**src/rtl/pipe_skid_reg.sv**
```systemverilog
// Two-entry (main + skid) pipeline register: 1-cycle accept-to-valid latency, full throughput.
// in_ready is a register output and never depends on out_ready; PIPE_SKID_STATS_EN adds stall_cnt.
module pipe_skid_reg #(
   parameter int CTRL_W = 12,
   parameter int DATA_W = 128,
   parameter int LANES  = 4,
   parameter int PC_W   = 11,
   parameter int TAG_W  = 7,
   parameter int TAGS   = 4
) (
   input  logic                    clk,
   input  logic                    reset,
   input  logic                    flush,
   input  logic                    in_valid,
   output logic                    in_ready,
   input  logic [CTRL_W-1:0]       in_ctrl,
   input  logic [LANES*DATA_W-1:0] in_data,
   input  logic [PC_W-1:0]         in_pc,
   input  logic [TAGS*TAG_W-1:0]   in_tag,
   output logic                    out_valid,
   input  logic                    out_ready,
   output logic [CTRL_W-1:0]       out_ctrl,
   output logic [LANES*DATA_W-1:0] out_data,
   output logic [PC_W-1:0]         out_pc,
   output logic [TAGS*TAG_W-1:0]   out_tag
`ifdef PIPE_SKID_STATS_EN
   ,
   output logic [15:0]             stall_cnt
`endif
);

   typedef struct packed {
      logic [CTRL_W-1:0]       ctrl;
      logic [LANES*DATA_W-1:0] data;
      logic [PC_W-1:0]         pc;
      logic [TAGS*TAG_W-1:0]   tag;
   } entry_t;

   typedef enum logic [1:0] {
      EMPTY = 2'd0,
      HALF  = 2'd1,
      FULL  = 2'd2
   } state_t;

   state_t state, state_nxt;
   entry_t main_q, skid_q, in_ent;
   logic   ready_q;
   logic   accept, deliver;
   logic   load_main_in, load_main_skid, load_skid;

   assign in_ent   = {in_ctrl, in_data, in_pc, in_tag};
   assign in_ready = ready_q;
   assign accept   = in_valid & ready_q;
   assign out_valid = (state != EMPTY);
   assign deliver  = out_valid & out_ready;

   always_comb begin
      state_nxt      = state;
      load_main_in   = 1'b0;
      load_main_skid = 1'b0;
      load_skid      = 1'b0;
      if (flush) begin
         state_nxt = EMPTY;
      end else begin
         case (state)
            EMPTY: begin
               if (accept) begin
                  load_main_in = 1'b1;
                  state_nxt    = HALF;
               end
            end
            HALF: begin
               if (accept && deliver) begin
                  load_main_in = 1'b1;
               end else if (accept) begin
                  load_skid = 1'b1;
                  state_nxt = FULL;
               end else if (deliver) begin
                  state_nxt = EMPTY;
               end
            end
            FULL: begin
               if (deliver) begin
                  load_main_skid = 1'b1;
                  state_nxt      = HALF;
               end
            end
            default: state_nxt = EMPTY;
         endcase
      end
   end

   // ready is registered from the next state so it is low throughout reset
   always_ff @(posedge clk or posedge reset) begin
      if (reset) begin
         state   <= EMPTY;
         ready_q <= 1'b0;
      end else begin
         state   <= state_nxt;
         ready_q <= (state_nxt != FULL);
      end
   end

   always_ff @(posedge clk or posedge reset) begin
      if (reset) begin
         main_q <= '0;
         skid_q <= '0;
      end else begin
         if (load_main_in)
            main_q <= in_ent;
         else if (load_main_skid)
            main_q <= skid_q;
         if (load_skid)
            skid_q <= in_ent;
      end
   end

   // ctrl is forced to a bubble when empty; the wide payload just holds
   assign out_ctrl = out_valid ? main_q.ctrl : '0;
   assign out_data = main_q.data;
   assign out_pc   = main_q.pc;
   assign out_tag  = main_q.tag;

`ifdef PIPE_SKID_STATS_EN
   always_ff @(posedge clk or posedge reset) begin
      if (reset)
         stall_cnt <= '0;
      else if (flush)
         stall_cnt <= '0;
      else if (out_valid && !out_ready && (stall_cnt != 16'hFFFF))
         stall_cnt <= stall_cnt + 16'd1;
   end
`endif

endmodule

```
**config.mk**
```make
export PLATFORM = sky130hd
export DESIGN_NAME = pipe_skid_reg
export DESIGN_NICKNAME = d
export VERILOG_FILES = /design/src/rtl/pipe_skid_reg.sv
export SDC_FILE = /design/constraint.sdc
export NUM_CORES = 2
export LEC_CHECK = 0
export BUFFER_PORTS_ARGS = -buffer_cell sky130_fd_sc_hd__buf_2
export CORE_AREA = 2 2 438 440
export DETAILED_ROUTE_END_ITERATION = 7
export DIE_AREA = 0 0 440 442
export PLACE_DENSITY = 0.49
export SLEW_MARGIN = 20
export SYNTH_ARGS = -nofsm -noshare
export SYNTH_HDL_FRONTEND = slang
export SYNTH_SLANG_ARGS = --single-unit
```
**constraint.sdc**
```tcl
create_clock -name clk -period 62.2 [get_ports clk]
set_input_delay 3.11 -clock clk [delete_from_list [all_inputs] [get_ports clk]]
set_output_delay 3.11 -clock clk [all_outputs]
set_load 0.02 [all_outputs]
```
==> metrics.md <==
| Metric | Value |
|---|---|
| Status | finished, final reports clean |
| Mapped cell area | 52800 µm² |
| # placed instances | 6519 |
| Final setup viols | 0 |
| Io pins | 1133 |
| CTS tree | built |
| Proportion of layout cells with a drive suffix above 1 | 72.1% |
| Yosys top cell by area | dfrtp_1 |
| Crit-path cells | buf_2 > inv_8 > buf_4 > buf_12 > buf_4 > buf_12 |
| Slew HR | 20.1% |
| Number of cells produced by synthesis | 3587 |
| Hold buffers post-CTS | 0 |
| Fmax | 162 MHz |
| CP max stage cell | buf_4 |
| Post-DP HPWL | 111 mm |
| Seq cells post-synth | 1129 |
| Vias in the first global route | 31100 |
| Clock buffer depth | 3 |
| RSZ-0062 raised after global routing | no |
| Largest delay share family, worst path | buffers and inverters |
| Cts repair resizes | 0 |
| Setup TNS | 0 ps |
| Clk slew on worst S/H paths | 60 ps |
| Distinct cell type count after synthesis | 20 |
| Port Buf Inserts | 1132 |
| Final net count | 4716 |
| Grt ovf | 0 |
| Num CTS Buffers | 138 |
| Main area contributors after synthesis | dfrtp_1 (53%), mux2_2 (34%), buf_4 (7.9%) |
| Vias per inst | 4.38 |
| Place WS | 55070 ps |
| Drt wl/cell | 22.9 µm |
| WP buf/inv | 6 |
| Slew Viols, Final | 0 |
| CTS Root Buffer Type | clkbuf_16 |
| Residual DRC count | 0 |
| Largest net degree at the start of global routing | 158 |
| Die ar. | 194000 µm² |
| Die Ht | 442 µm |
| Sequential area share after synthesis | 53.5% |
| Filler cell count | 18800 |
| Pwr dens | 38.5 nW/µm² |
| Mean Syn Cell Area | 14.7 µm² |
| Aggregate global-route resource usage | 15.7% |
| YS warnings | 0 |
| Hold crit path type | reg -> reg |
| Non-Filler Instances | 6793 |
| Chip width | 440 µm |
| Post-CTS setup buffers | 0 |
| RD Place Congestion | 0.802 |
| Global-route wire length before repair | 226 mm |
| Clk_skew | 31.4 ps |
| Antenna violation net count after detailed routing | 0 |
| Final Worst Setup Slack | 56040 ps |
| Core area | 190000 µm² |
| Lkg Pwr | 27.6 nW |
| Max H-tree Level | 4 |
| TritonRoute pass-1 iters | 4 |
| Worst skew pair latency | 770 ps |
| Worst Path Arrival | 6930 ps |
| Rows | 160 |
| Synthesized Nets | 4155 |
| Crit-path max cell delay | 830 ps |
| Initial DRC Count | 1178 |
| Crit path kind | in -> async |
| Final WL | 156 mm |
| Initial antenna violation count | 102 |
| CP required | 62970 ps |
| Starting density of the core | 27.9% |
| Final period utilization | 9.90% |
| Most frequent cells in the layout | mux2_2 (1619), buf_2 (1132), dfrtp_1 (1129), clkbuf_16 (141), mux2_4 (70) |
| Clk sinks | 1129 |
| CP Launch Type | input port |
| Worst-path maximum fanout | 139 |
| Worst vdd ir | 0.0257 mV |
| DR vias | 29700 |
| Share of the synthesized area in the top cell type | 53.5% |
| Area growth from synthesis to layout | 16.5% |
| Minimum clock period | 6160 ps |
| Critical Path End Type | asynchronous set/reset pin |
| Commonest non-fill, non-tap cell in the layout | mux2_2 |
| Max-Cap Viols | 0 |
| Fin. Hold Viols | 0 |
| Slew @ Worst Pin | 1200 ps |
-- per-layer routing --
layer / share of wire [%] / vias to the layer above / global-route usage (%) / wire (µm)
met5: 0.18 / - / 0 / 285
met4: 2.8 / 44 / 4.72 / 4310
met3: 7.5 / 330 / 5.70 / 11700
met2: 51 / 796 / 27.2 / 79000
met1: 39 / 15300 / 17.8 / 60600
li1: - / 13200 / - / -
-- worst paths after layout --
check | startpoint | endpoint | slack (ps) | cells after the start
min | skid_q[279] | skid_q[279] | 500 | 1
max | reset | skid_q[360] | 56040 | 6
min in group asynchronous | reset | skid_q[225] | 2460 | 2
min reg2reg | skid_q[279] | skid_q[279] | 500 | 1
max in group clk | out_ready | out_data[316] | 56400 | 6
max reg2reg | state[0] | out_data[316] | 58490 | 5
-- synthesized netlist by cell type (all sizes together) --
cell / number
dfrtp: 1129
nand2: 2
nor2b: 12
a21oi: 1
a211oi: 2
inv: 4
a211o: 1
xnor2: 1
nand2b: 1
buf: 726
mux2: 1689
nor4bb: 1
or4b: 1
clkbuf: 14
nor4: 1
or3: 1
nor2: 1
-- cell type report --
class | instances | area [µm²] | share of cell area [%]
antenna | 29 | 72.6 | 0.118
clock buffer | 208 | 4100 | 6.66
clock inverter | 37 | 442 | 0.717
inverter | 4 | 22.5 | 0.0366
multi-input combinational | 1714 | 19500 | 31.6
sequential | 1129 | 28300 | 45.9
tap | 2511 | 3140 | 5.10
timing repair buffer | 1161 | 6050 | 9.82
-- through the flow --
stage / utilization [%] / total power [mW] / hold WS [ps] / cell area (µm²)
floorplan: - / 1.50 / 475 / 52800
global placement: 30.0 / 1.58 / 483 / 56900
detailed placement: 30.0 / 1.60 / 490 / 56900
CTS: 32.4 / 2.41 / 503 / 61500
global route: 32.4 / 2.50 / 511 / 61500
finish: 32.5 / 2.37 / 498 / 61600
-- where the power goes --
part,internal (mW),switching (mW)
clock network,0.464,0.334
registers,0.927,0.0947
logic,0.278,0.274
total,1.67,0.703
-- sequential cells by signal (all words and copies together), names as in the netlist --
signal,count
out_pc,11
skid_q,563
out_data,512
out_tag,28
main_q,12
in_ready,1
state,2
-- kinds of logic (layout without fill, tap and decap cells) --
kind of cell	count (synthesis)	in the layout	share of synthesized area [%]
flip-flops	1129	1129	53.5
AND/OR/NAND/NOR	20	20	0.253
other	0	29	0
multiplexers	1689	1689	36.5
XOR/XNOR	1	1	0.0166
AO/OA/AOI/OAI	4	4	0.0544
buffers and inverters	744	1410	9.73
Power figures use the tool's default switching activity.
